$ cat config.mk
export PLATFORM = sky130hd
export DESIGN_NAME = sequence_generator_flat
export DESIGN_NICKNAME = d
export VERILOG_FILES = /design/src/rtl/sequence_pkg.sv /design/src/rtl/sequence_generator_if.sv /design/src/rtl/seq_piso_shift.sv /design/src/rtl/sequence_generator.sv /design/src/flat_wrapper.sv
export SDC_FILE = /design/constraint.sdc
export NUM_CORES = 1
export LEC_CHECK = 0
export CORE_MARGIN = 2
export CORE_UTILIZATION = 46
export CTS_CLUSTER_SIZE = 24
export DETAILED_ROUTE_END_ITERATION = 8
export GPL_TIMING_DRIVEN = 0
export PLACE_DENSITY = 0.79
export SLEW_MARGIN = 10
export SYNTH_ARGS = -nofsm -noshare
export SYNTH_HDL_FRONTEND = slang
export SYNTH_SLANG_ARGS = --single-unit
$ cat constraint.sdc
create_clock -name clk -period 2 [get_ports clk]
set_input_delay 0.4 -clock clk [delete_from_list [all_inputs] [get_ports clk]]
set_output_delay 0.4 -clock clk [all_outputs]
set_load 0.02 [all_outputs]
$ cat src/rtl/sequence_pkg.sv
// Shared types and constants for the serial sequence generator.
//   state_t     : generator FSM states
//   PAT_W_DEF   : default maximum pattern length in bits
//   DET_PATTERN : the pattern the downstream "1011" detector looks for
//   DET_LEN     : number of bits in DET_PATTERN
package sequence_pkg;
  localparam int         PAT_W_DEF   = 8;
  localparam logic [3:0] DET_PATTERN = 4'b1011;
  localparam int         DET_LEN     = 4;

  typedef enum logic [1:0] {IDLE, SEND, DONE} state_t;
endpackage

$ cat src/rtl/sequence_generator_if.sv
// Request/stream bundle between a pattern source and sequence_generator.
//   start/pattern/pat_len/repeats/abort : request side, driven by the master
//   seq_out/seq_valid/busy/done         : stream and status, driven by the slave
interface sequence_generator_if
  import sequence_pkg::*;
#(
  parameter int PAT_W = PAT_W_DEF,
  parameter int REP_W = 4
);
  localparam int LEN_W = $clog2(PAT_W) + 1;

  logic             start;
  logic [PAT_W-1:0] pattern;
  logic [LEN_W-1:0] pat_len;
  logic [REP_W-1:0] repeats;
  logic             abort;
  logic             seq_out;
  logic             seq_valid;
  logic             busy;
  logic             done;

  modport master (
    output start, pattern, pat_len, repeats, abort,
    input  seq_out, seq_valid, busy, done
  );

  modport slave (
    input  start, pattern, pat_len, repeats, abort,
    output seq_out, seq_valid, busy, done
  );
endinterface

$ cat src/rtl/seq_piso_shift.sv
// Pattern store plus bit-index and pass counters for sequence_generator.
//   load    : capture pattern, clamped length and repeat count
//   shift   : advance to the next bit (wrapping into the next pass)
//   nxt_bit : the bit that will be on the wire after this edge
//             (first bit of the incoming pattern while loading)
//   last    : the bit currently on the wire is the final bit of the final pass
module seq_piso_shift #(
  parameter int PAT_W = 8,
  parameter int REP_W = 4,
  localparam int LEN_W = $clog2(PAT_W) + 1,
  localparam int IDX_W = $clog2(PAT_W)
) (
  input  logic             clk,
  input  logic             reset,
  input  logic             load,
  input  logic             shift,
  input  logic [PAT_W-1:0] pattern,
  input  logic [LEN_W-1:0] pat_len,
  input  logic [REP_W-1:0] repeats,
  output logic             nxt_bit,
  output logic             last
);
  logic [PAT_W-1:0] pat_q;
  logic [IDX_W-1:0] idx_q, top_q;
  logic [REP_W-1:0] pass_q;
  logic [LEN_W-1:0] len_c, len_m1;
  logic [IDX_W-1:0] load_idx, idx_n;

  always_comb begin
    len_c    = (pat_len > LEN_W'(PAT_W)) ? LEN_W'(PAT_W) : pat_len;
    len_m1   = len_c - 1'b1;
    load_idx = len_m1[IDX_W-1:0];
    // after bit 0 wrap straight back to the MSB of the used field
    idx_n    = (idx_q == '0) ? top_q : idx_q - 1'b1;
    nxt_bit  = load ? pattern[load_idx] : pat_q[idx_n];
    last     = (idx_q == '0) && (pass_q == '0);
  end

  always_ff @(posedge clk or posedge reset) begin
    if (reset) begin
      pat_q  <= '0;
      idx_q  <= '0;
      top_q  <= '0;
      pass_q <= '0;
    end else if (load) begin
      pat_q  <= pattern;
      idx_q  <= load_idx;
      top_q  <= load_idx;
      pass_q <= repeats;
    end else if (shift) begin
      idx_q <= idx_n;
      if (idx_q == '0) pass_q <= pass_q - 1'b1;
    end
  end
endmodule

$ cat src/rtl/sequence_generator.sv
// Serial pattern generator: sends pat_len bits of pattern MSB-first,
// repeats+1 times back to back, then pulses done for one cycle.
//   clk, reset : clock and asynchronous active-high reset
//   bus        : request inputs and registered stream/status outputs
module sequence_generator
  import sequence_pkg::*;
#(
  parameter int PAT_W = PAT_W_DEF,
  parameter int REP_W = 4
) (
  input  logic                 clk,
  input  logic                 reset,
  sequence_generator_if.slave  bus
);
  state_t state_q, state_n;
  logic   load, shift, nxt_bit, last, accept;
  logic   seq_out_d, seq_valid_d, busy_d, done_d;
  logic   seq_out_q, seq_valid_q, busy_q, done_q;

  assign accept = bus.start && !bus.abort && (bus.pat_len != '0);

  seq_piso_shift #(.PAT_W(PAT_W), .REP_W(REP_W)) u_shift (
    .clk     (clk),
    .reset   (reset),
    .load    (load),
    .shift   (shift),
    .pattern (bus.pattern),
    .pat_len (bus.pat_len),
    .repeats (bus.repeats),
    .nxt_bit (nxt_bit),
    .last    (last)
  );

  // Outputs are computed for the state being entered so that every
  // output is a flop and the first bit shows one cycle after start.
  always_comb begin
    state_n     = state_q;
    load        = 1'b0;
    shift       = 1'b0;
    seq_out_d   = 1'b0;
    seq_valid_d = 1'b0;
    busy_d      = 1'b0;
    done_d      = 1'b0;
    unique case (state_q)
      IDLE: if (accept) begin
        load        = 1'b1;
        state_n     = SEND;
        seq_out_d   = nxt_bit;
        seq_valid_d = 1'b1;
        busy_d      = 1'b1;
      end
      SEND: begin
        if (bus.abort) begin
          state_n = IDLE;
        end else if (last) begin
          state_n = DONE;
          done_d  = 1'b1;
          busy_d  = 1'b1;
        end else begin
          shift       = 1'b1;
          seq_out_d   = nxt_bit;
          seq_valid_d = 1'b1;
          busy_d      = 1'b1;
        end
      end
      DONE: state_n = IDLE;
      default: state_n = IDLE;
    endcase
  end

  always_ff @(posedge clk or posedge reset) begin
    if (reset) begin
      state_q     <= IDLE;
      seq_out_q   <= 1'b0;
      seq_valid_q <= 1'b0;
      busy_q      <= 1'b0;
      done_q      <= 1'b0;
    end else begin
      state_q     <= state_n;
      seq_out_q   <= seq_out_d;
      seq_valid_q <= seq_valid_d;
      busy_q      <= busy_d;
      done_q      <= done_d;
    end
  end

  assign bus.seq_out   = seq_out_q;
  assign bus.seq_valid = seq_valid_q;
  assign bus.busy      = busy_q;
  assign bus.done      = done_q;
endmodule

$ cat src/flat_wrapper.sv
// flat-port wrapper written by rule: the top's interface ports become plain ports
module sequence_generator_flat import sequence_pkg::*;
#(
  parameter int PAT_W = PAT_W_DEF,
  parameter int REP_W = 4
)
  (clk, reset, bus_start, bus_pattern, bus_pat_len, bus_repeats, bus_abort, bus_seq_out, bus_seq_valid, bus_busy, bus_done);
  sequence_generator_if #(.PAT_W(PAT_W), .REP_W(REP_W)) bus_i ();
  input  logic clk;
  input  logic reset;
  input wire logic [$bits(bus_i.start)-1:0] bus_start;
  input wire logic [$bits(bus_i.pattern)-1:0] bus_pattern;
  input wire logic [$bits(bus_i.pat_len)-1:0] bus_pat_len;
  input wire logic [$bits(bus_i.repeats)-1:0] bus_repeats;
  input wire logic [$bits(bus_i.abort)-1:0] bus_abort;
  output wire logic [$bits(bus_i.seq_out)-1:0] bus_seq_out;
  output wire logic [$bits(bus_i.seq_valid)-1:0] bus_seq_valid;
  output wire logic [$bits(bus_i.busy)-1:0] bus_busy;
  output wire logic [$bits(bus_i.done)-1:0] bus_done;
  assign bus_i.start = bus_start;
  assign bus_i.pattern = bus_pattern;
  assign bus_i.pat_len = bus_pat_len;
  assign bus_i.repeats = bus_repeats;
  assign bus_i.abort = bus_abort;
  assign bus_seq_out = bus_i.seq_out;
  assign bus_seq_valid = bus_i.seq_valid;
  assign bus_busy = bus_i.busy;
  assign bus_done = bus_i.done;
  sequence_generator #(.PAT_W(PAT_W), .REP_W(REP_W)) u_core (.clk(clk), .reset(reset), .bus(bus_i));
endmodule
==> flow_summary.toml, run 1 <==
[power]
ir_drop_uv = 702
power_density_mw_per_mm2 = 1000
power_mw = 1.72
leakage_nw = 0.749

[run_status]
status = "finished, final reports clean"

[synth]
netlist_area_mm2 = 0.00126
synth_ff_type = "dfrtp_1"
ys_types = 32
synth_compound_area_share_pct = 6.85
synth_top_family_by_area = "multiplexers"
synth-adder-area-share_pct = 4.97
synth_top_cells_by_count = "dfrtp_1, nor2_1, a21oi_1, inv_1, mux2_1"
synth_top_area_share_pct = 47.7
avgSynthCellArea_um2 = 11.6
yosys-top-cells-area = "dfrtp_1, mux2_1, mux4_2"
synth_most_common_cell = "dfrtp_1"
async_flop_share_pct = 100
ys_warn_count = 0
synth_top_cell_by_area = "dfrtp_1"
synthXorXnorAreaFrac_pct = 3.38
syn-instance-count = 109
synth-seq-cells = 24
yosys.area_share.simple_pct = 13.1
syn_nets = 134
synth.area.mux_share_pct = 18.5
synth-edff-count = 0
ys_seq_area_share_pct = 47.7

[clock_tree]
clk_path_buf_depth = 2
clock-root-buffer = "clkbuf_4"
cts.sinks = 24
cts_tree = "done"
clkTransAtPathRegs_ps = 130
clock_latency_ps = 320
cts_made_buffers = 3
cts_hold_buf = 0
htreeDepth = 1

[sta]
period_share_pct = 94.6
fmax_mhz = 528
slew_headroom_pct = 38.6
clock_skew_ps = 7.58
finalSetupViolCount = 0
fin_crit_ps = 1890
fin_hold_ws_ps = 503
hold_viol = 0
worst_pin_slew_ps = 920
drv_slew = 0

[detailed_routing]
wirelength_mm = 2.59
dr.pass1.iters = 4
wl_per_cell_um = 15.0
drc = 0
ant_nets = 0
drtIter0Drc = 15
vias_per_cell = 5.32
num_vias = 915

[place]
gp_congestion = 0.806
placed_cells = 162
dp_hpwl_mm = 1.87
port_buffers = 23

[die]
die_w_um = 56.3
placementRows = 18
die_y_um = 56.3
io_pins = 24
start_util_pct = 49.5
die_area_mm2 = 0.00317
coreArea_mm2 = 0.00254

[grt]
grt_usage_pct = 18.1
grt_pass1_wl_mm = 4.51
antenna_found_initial = 0
grt_max_degree = 25
overflow = 0
grt_pass1_vias = 1042

[setup_path]
crit_start = "u_core.u_shift.idx_q[0]"
r2r_slack_ps = 110
rr_startpoint = "u_core.u_shift.idx_q[0]"
cp.required_ps = 2200
end_kind = "flip-flop"
critPathKind = "reg -> reg"
startpoint_type = "flip-flop"
cp_max_fo = 4
worstPathArrival_ps = 2090

[cells_and_area]
area_growth_pct = 35.8
drive_gt1_share_pct = 25.4
final_cells = 172
nets = 169
antenna_cells = 0

[min_path]
hold_class = "reg -> reg"
holdCritStartpoint = "u_core.u_shift.pat_q[3]"

[flow_run]
maxCapViolations = 0
==> report_power, final <==
group | internal [mW] | switching (mW)
combinational | 0.470 | 0.365
sequential | 0.601 | 0.0668
clock | 0.0706 | 0.142
==> final cells by class <==
| class | instances | area [um2] |
|---|---|---|
| fill | 197 | 833 |
| timing repair buffer | 31 | 310 |
| sequential | 24 | 601 |
| inverter | 10 | 40.0 |
| buffer | 2 | 18.8 |
| tap | 30 | 37.5 |
| clock buffer | 3 | 22.5 |
| multi-input combinational | 72 | 682 |
==> kinds of logic (layout without fill, tap and decap cells) <==
group	count (synthesis)	in the layout
xor gates and xnor gates	4	4
and+or+nand+nor	30	30
muxes	17	17
AOI/OAI and AO/OA	16	16
adders and majority gates	5	5
DFF	24	24
buffers and inverters	13	46
==> cell usage in the layout, fill, tap and decap left out, drive strengths merged, types with 4 or more instances in the layout <==
master	count
dfrtp	24
clkdlybuf4s50	20
nor2	10
mux2	10
inv	10
buf	10
a21oi	9
nand2	8
o21ai	5
ha	5
mux2i	4
==> worst max-delay path: stages (launching register included) <==
cell and delay [ps]:
dfrtp_1 410, inv_2 80, ha_4 130, ha_4 180, mux2i_4 270, mux4_2 530, nand2_2 80, o311ai_2 100
==> metal layers <==
layer	track usage, %	share of wire (%)	vias up
met4	7.48	1.3	0
met1	22.1	43	446
met3	2.76	3.7	5
li1	-	-	443
met2	31.9	52	21
met5	0	0	-
==> per-stage QoR <==
| stage | util [%] | setup slack (ps) | instance area (um2) | setup TNS [ps] |
|---|---|---|---|---|
| after floorplan | - | 53.4 | 1260 | 0 |
| after global placement | 60.0 | -589 | 1530 | -2280 |
| after detailed placement | 60.0 | -630 | 1530 | -3080 |
| after CTS | 65.3 | 13.7 | 1660 | 0 |
| after global routing | 67.3 | -13.8 | 1710 | -13.8 |
| final | 67.3 | 108 | 1710 | 0 |
==> worst paths after layout <==
| kind | to | cells after the start |
|---|---|---|
| hold / removal | u_core.u_shift.pat_q[3] | 1 |
| max in group asynchronous | u_core.u_shift.top_q[2] | 2 |
| setup reg to reg | u_core.bus.seq_out | 7 |
| min in group asynchronous | u_core.state_q[1] | 2 |
| hold reg to reg | u_core.u_shift.pat_q[3] | 1 |
| setup / recovery | u_core.bus.seq_out | 7 |
==> what timing repair did <==
| item | CTS | global route |
|---|---|---|
| buffers inserted | 6 | 2 |
| resized for setup | 15 | 7 |
| endpoints found under the setup margin | 1 | 4 |
| endpoints found under the hold margin | 0 | 0 |
| pin swaps | 3 | 9 |
==> sequential cells by signal, indices dropped and copies added (netlist names) <==
| name | flops |
|---|---|
| u_core.bus.seq_out | 1 |
| u_core.bus.seq_valid | 1 |
| u_core.bus.done | 1 |
| u_core.u_shift.pass_q | 4 |
| u_core.u_shift.top_q | 3 |
| u_core.bus.busy | 1 |
| u_core.u_shift.pat_q | 8 |
| u_core.u_shift.idx_q | 3 |
| u_core.state_q | 2 |
No activity file was read; power rests on OpenSTA's default activity.
==> inputs of run 2 (changes only) <==
==> constraint.sdc (replaced) <==
create_clock -name clk -period 2 [get_ports clk]
set_input_delay 0.3 -clock clk [delete_from_list [all_inputs] [get_ports clk]]
set_output_delay 0.3 -clock clk [all_outputs]
set_load 0.02 [all_outputs]
==> flow_summary.toml, run 2 (same netlist as run 1, synthesis figures left out) <==
[sta]
slew_headroom_pct = 40.6
fmax_mhz = 522
rsz0062_at_grt = "true"
drv_slew = 0
finalSetupViolCount = 0
fin_crit_ps = 1920
hold_viol = 0
worst_pin_slew_ps = 890
period_share_pct = 95.8
clock_skew_ps = 4.92

[setup_path]
cp_max_fo = 2
cp_cell_sequence = "clkdlybuf4s50_1 -> nand2b_1 -> ha_1 -> xnor2_2 -> mux4_2 -> a22oi_2 -> o311ai_2"
critPathKind = "in -> reg"
cpPeakStageDelay_ps = 540
startpoint_type = "input pin"
worstPathArrival_ps = 2110
rr_startpoint = "u_core.u_shift.idx_q[0]"
cpLargestDelayFamily = "multiplexers"
end_kind = "flip-flop"
slowest_stage = "mux4_2"
crit_start = "bus_pat_len[1]"
cp_num_buf_inv = 1
cp.required_ps = 2200

[cells_and_area]
largest_reg_flops = 8
layout_commonest_cell = "dfrtp_1"
final_cell_mix = "dfrtp_1, clkdlybuf4s50_1, nor2_1"
final_cells = 172
nFillCells = 203
drive_gt1_share_pct = 24.6
area_growth_pct = 34.4
antenna_cells = 0
nets = 169
reg_top3 = "u_core.u_shift.pat_q x8, u_core.u_shift.pass_q x4"
regMostFlops = "u_core.u_shift.pat_q"

[clock_tree]
cts_tree = "done"
clkTransAtPathRegs_ps = 120
htreeDepth = 1
clk_path_buf_depth = 2
clock-root-buffer = "clkbuf_4"
cts.sinks = 24
clock_latency_ps = 310
cts_made_buffers = 3

[detailed_routing]
drtIter0Drc = 12
wl_per_cell_um = 15.0
num_vias = 934
drc = 0
ant_nets = 0
dr.pass1.iters = 4
vias_per_cell = 5.43
wirelength_mm = 2.58

[grt]
grt_usage_pct = 18.1
grt_pass1_wl_mm = 4.49
antenna_found_initial = 0
grt_max_degree = 25
overflow = 0
grt_pass1_vias = 1027

[place]
port_buffers = 23
dp_hpwl_mm = 1.87
placed_cells = 162
gp_congestion = 0.806

[power]
ir_drop_uv = 659
leakage_nw = 0.753
switching_share_pct = 33.7
power_density_mw_per_mm2 = 1010
pwr-share-seq_pct = 38.9
internal_power_mw = 1.14
clock_power_share_pct = 12.2
comb_power_share_pct = 48.9
power_mw = 1.71
power.switching_uw = 578

[min_path]
hold_class = "in -> async"

[die]
io_pins = 24
placementRows = 18
die_area_mm2 = 0.00317
start_util_pct = 49.5
die_w_um = 56.3
die_y_um = 56.3
coreArea_mm2 = 0.00254

[flow_run]
maxCapViolations = 0

[run_status]
status = "finished, final reports clean"
==> run 2: metal layers <==
metal,track usage [%],part of all wire [%]
met1,21.8,43
met2,32.4,51
met3,2.76,4.2
met4,7.14,2.1
met5,0,0
==> run 2: final cells by class <==
type                            count  area [um2]  area share, %
Tap cell                           30        37.5           2.22
Multi-Input combinational cell     72         658           38.9
Clock buffer                        3        22.5           1.33
Inverter                           10        40.0           2.37
Timing Repair Buffer               31         315           18.6
Sequential cell                    24         601           35.5
Buffer                              2        18.8           1.11
==> run 2: worst reg2reg max path: stages, from the launching register on <==
cell,delay (ps)
dfrtp_1,410
inv_2,80
ha_4,130
ha_4,180
mux2i_4,290
mux4_2,530
nand2_2,80
o311ai_2,100
==> run 2: power by group through the flow <==
stage | Combinational, mW | Clock [mW] | Sequential, mW
finish | 0.839 | 0.209 | 0.667
global route | 0.911 | 0.238 | 0.682
CTS | 0.783 | 0.214 | 0.662
detailed placement | 0.630 | 0 | 0.671
global placement | 0.608 | 0 | 0.663
floorplan | 0.465 | 0 | 0.666
==> run 2: timing repair <==
| item | in CTS | in global routing |
|---|---|---|
| hold buffers | 0 | 0 |
| setup buffers | 6 | 2 |
| pin swaps | 2 | 7 |
| resized for setup | 10 | 8 |
| endpoints found under the setup margin | 1 | 4 |
==> run 2: path summary, 6_finish.rpt <==
kind / end / slack, ps / cells after the start
hold / removal: u_core.state_q[1] / 460 / 2
setup / recovery: u_core.bus.seq_out / 80 / 7
min in group clk: u_core.u_shift.top_q[0] / 490 / 4
max in group asynchronous: u_core.u_shift.pat_q[5] / 990 / 2
hold reg to reg: u_core.u_shift.pat_q[3] / 500 / 1
setup reg to reg: u_core.bus.seq_out / 90 / 7
==> run 2: metrics by stage <==
step | util, % | TNS [ps] | hold WS (ps) | area [um2] | worst slack (ps)
CTS | 64.8 | 0 | 506 | 1650 | 0.692
floorplan | - | 0 | 315 | 1260 | 96.7
detailed placement | 60.0 | -1630 | 482 | 1530 | -530
global route | 66.5 | -27.3 | 509 | 1690 | -17.5
finish | 66.5 | 0 | 464 | 1690 | 84.8
global placement | 60.0 | -1190 | 474 | 1530 | -489
==> inputs of run 3 (changes only) <==
--- a/config.mk
+++ b/config.mk
@@ -6,11 +6,12 @@
 export NUM_CORES = 1
 export LEC_CHECK = 0
 export CORE_MARGIN = 2
-export CORE_UTILIZATION = 46
+export CORE_UTILIZATION = 30
 export CTS_CLUSTER_SIZE = 24
 export DETAILED_ROUTE_END_ITERATION = 8
+export DONT_BUFFER_PORTS = 1
 export GPL_TIMING_DRIVEN = 0
-export PLACE_DENSITY = 0.79
+export PLACE_DENSITY = 0.49
 export SLEW_MARGIN = 10
 export SYNTH_ARGS = -nofsm -noshare
 export SYNTH_HDL_FRONTEND = slang
==> flow_summary.toml, run 3 (same netlist as run 1, synthesis figures left out) <==
[clock_tree]
htreeDepth = 1
clock-root-buffer = "clkbuf_8"
clkTransAtPathRegs_ps = 90
cts_tree = "done"
cts_made_buffers = 3
clk_path_buf_depth = 2
clock_latency_ps = 270
cts.sinks = 24

[min_path]
hold_class = "in -> async"

[power]
pwr-share-seq_pct = 39.9
leakage_nw = 0.644
power.switching_uw = 552
ir_drop_uv = 371
power_mw = 1.71
power_density_mw_per_mm2 = 1160
comb_power_share_pct = 40.6
internal_power_mw = 1.15
clock_power_share_pct = 19.5
switching_share_pct = 32.4

[die]
die_area_mm2 = 0.00473
coreArea_mm2 = 0.00403
die_w_um = 68.8
die_y_um = 68.8
io_pins = 24
placementRows = 23
start_util_pct = 31.3

[setup_path]
cpPeakStageDelay_ps = 540
end_kind = "flip-flop"
cp_cell_sequence = "inv_2 -> ha_4 -> ha_4 -> mux2i_4 -> mux4_2 -> nand2_2 -> o311ai_2"
startpoint_type = "flip-flop"
worstPathArrival_ps = 2080
cp_common_cell = "ha_4"
cp_max_fo = 5
slowest_stage = "mux4_2"
cpLargestDelayFamily = "multiplexers"
r2r_slack_ps = 50
critPathKind = "reg -> reg"
cp_num_buf_inv = 1
cp.required_ps = 2130

[grt]
overflow = 0
grt_max_degree = 25
antenna_found_initial = 0
grt_pass1_wl_mm = 4.04
grt_pass1_vias = 873
grt_usage_pct = 12.1

[sta]
hold_viol = 0
fmax_mhz = 513
fin_hold_ws_ps = 124
fin_crit_ps = 1950
rsz0062_at_grt = "true"
layout_setup_ws_ps = 50.4
period_share_pct = 97.5
clock_skew_ps = 3.04
drv_slew = 0
slew_headroom_pct = 37.5
worst_pin_slew_ps = 936
finalSetupViolCount = 0

[cells_and_area]
nets = 145
regArea_um2 = 601
layout_commonest_cell = "dfrtp_1"
nFillCells = 416
final_cell_mix = "dfrtp_1, nor2_1, a21oi_1"
largest_reg_flops = 8
antenna_cells = 0
area_growth_pct = 17.1
drive_gt1_share_pct = 26.1
multi_input_area_um2 = 642
reg_top3 = "u_core.u_shift.pat_q x8, u_core.u_shift.pass_q x4"
regMostFlops = "u_core.u_shift.pat_q"

[detailed_routing]
vias_per_cell = 4.86
dr.pass1.iters = 2
wirelength_mm = 2.57
drtIter0Drc = 31
drc = 0
ant_nets = 0
wl_per_cell_um = 15.2
num_vias = 822

[place]
port_buffers = 0
place_ws_ps = -106
dp_hpwl_mm = 1.87
gp_congestion = 0.747

[flow_run]
maxCapViolations = 0

[run_status]
status = "finished, final reports clean"
==> run 3: final timing paths <==
check,from,to,cells past startpoint
max in group asynchronous,reset,u_core.u_shift.pat_q[3],1
max,u_core.u_shift.idx_q[0],u_core.bus.seq_out,7
max reg2reg,u_core.u_shift.idx_q[0],u_core.bus.seq_out,7
min reg2reg,u_core.u_shift.pat_q[6],u_core.u_shift.pat_q[6],1
min in group clk,bus_repeats[1],u_core.u_shift.pass_q[1],2
min,reset,u_core.state_q[0],1
==> run 3: metal layers <==
metal / global-route usage, % / share of wire (%) / vias to the layer above
li1: - / - / 395
met1: 13.8 / 43 / 405
met2: 20.7 / 51 / 20
met3: 4.87 / 5.8 / 2
met4: 3.68 / 0.94 / 0
met5: 0 / 0 / -
==> run 3: what timing repair did <==
item / 4_1_cts / 5_1_grt
hold buffers: 0 / 0
hold endpoints to repair: 0 / 0
setup endpoints to repair: 1 / 4
pin swaps: 1 / 5
buffers inserted: 3 / 4
resized for setup: 4 / 6
==> run 3: power by group through the flow <==
stage | combinational, mW | sequential [mW] | clock [mW]
final | 0.693 | 0.681 | 0.332
after global routing | 0.773 | 0.695 | 0.362
after CTS | 0.624 | 0.679 | 0.343
after detailed placement | 0.557 | 0.684 | 0
after global placement | 0.540 | 0.681 | 0
after floorplan | 0.465 | 0.666 | 0
==> run 3: cell type report <==
class	count	share of cell area, %
tap	50	4.24
multi-input combinational	72	43.5
sequential	24	40.7
inverter	10	2.71
buffer	2	1.27
timing repair buffer	7	3.82
clock buffer	4	3.73
==> run 3: stage by stage <==
stage          instances  area [um2]  TNS, ps  util, %
3_5_place_dp         159        1320     -106     32.8
6_report             169        1480        0     36.6
5_1_grt              169        1480    -6.18     36.6
3_3_place_gp         159        1320    -92.8     32.8
2_1_floorplan        109        1260        0        -
4_1_cts              166        1420    -34.5     35.2
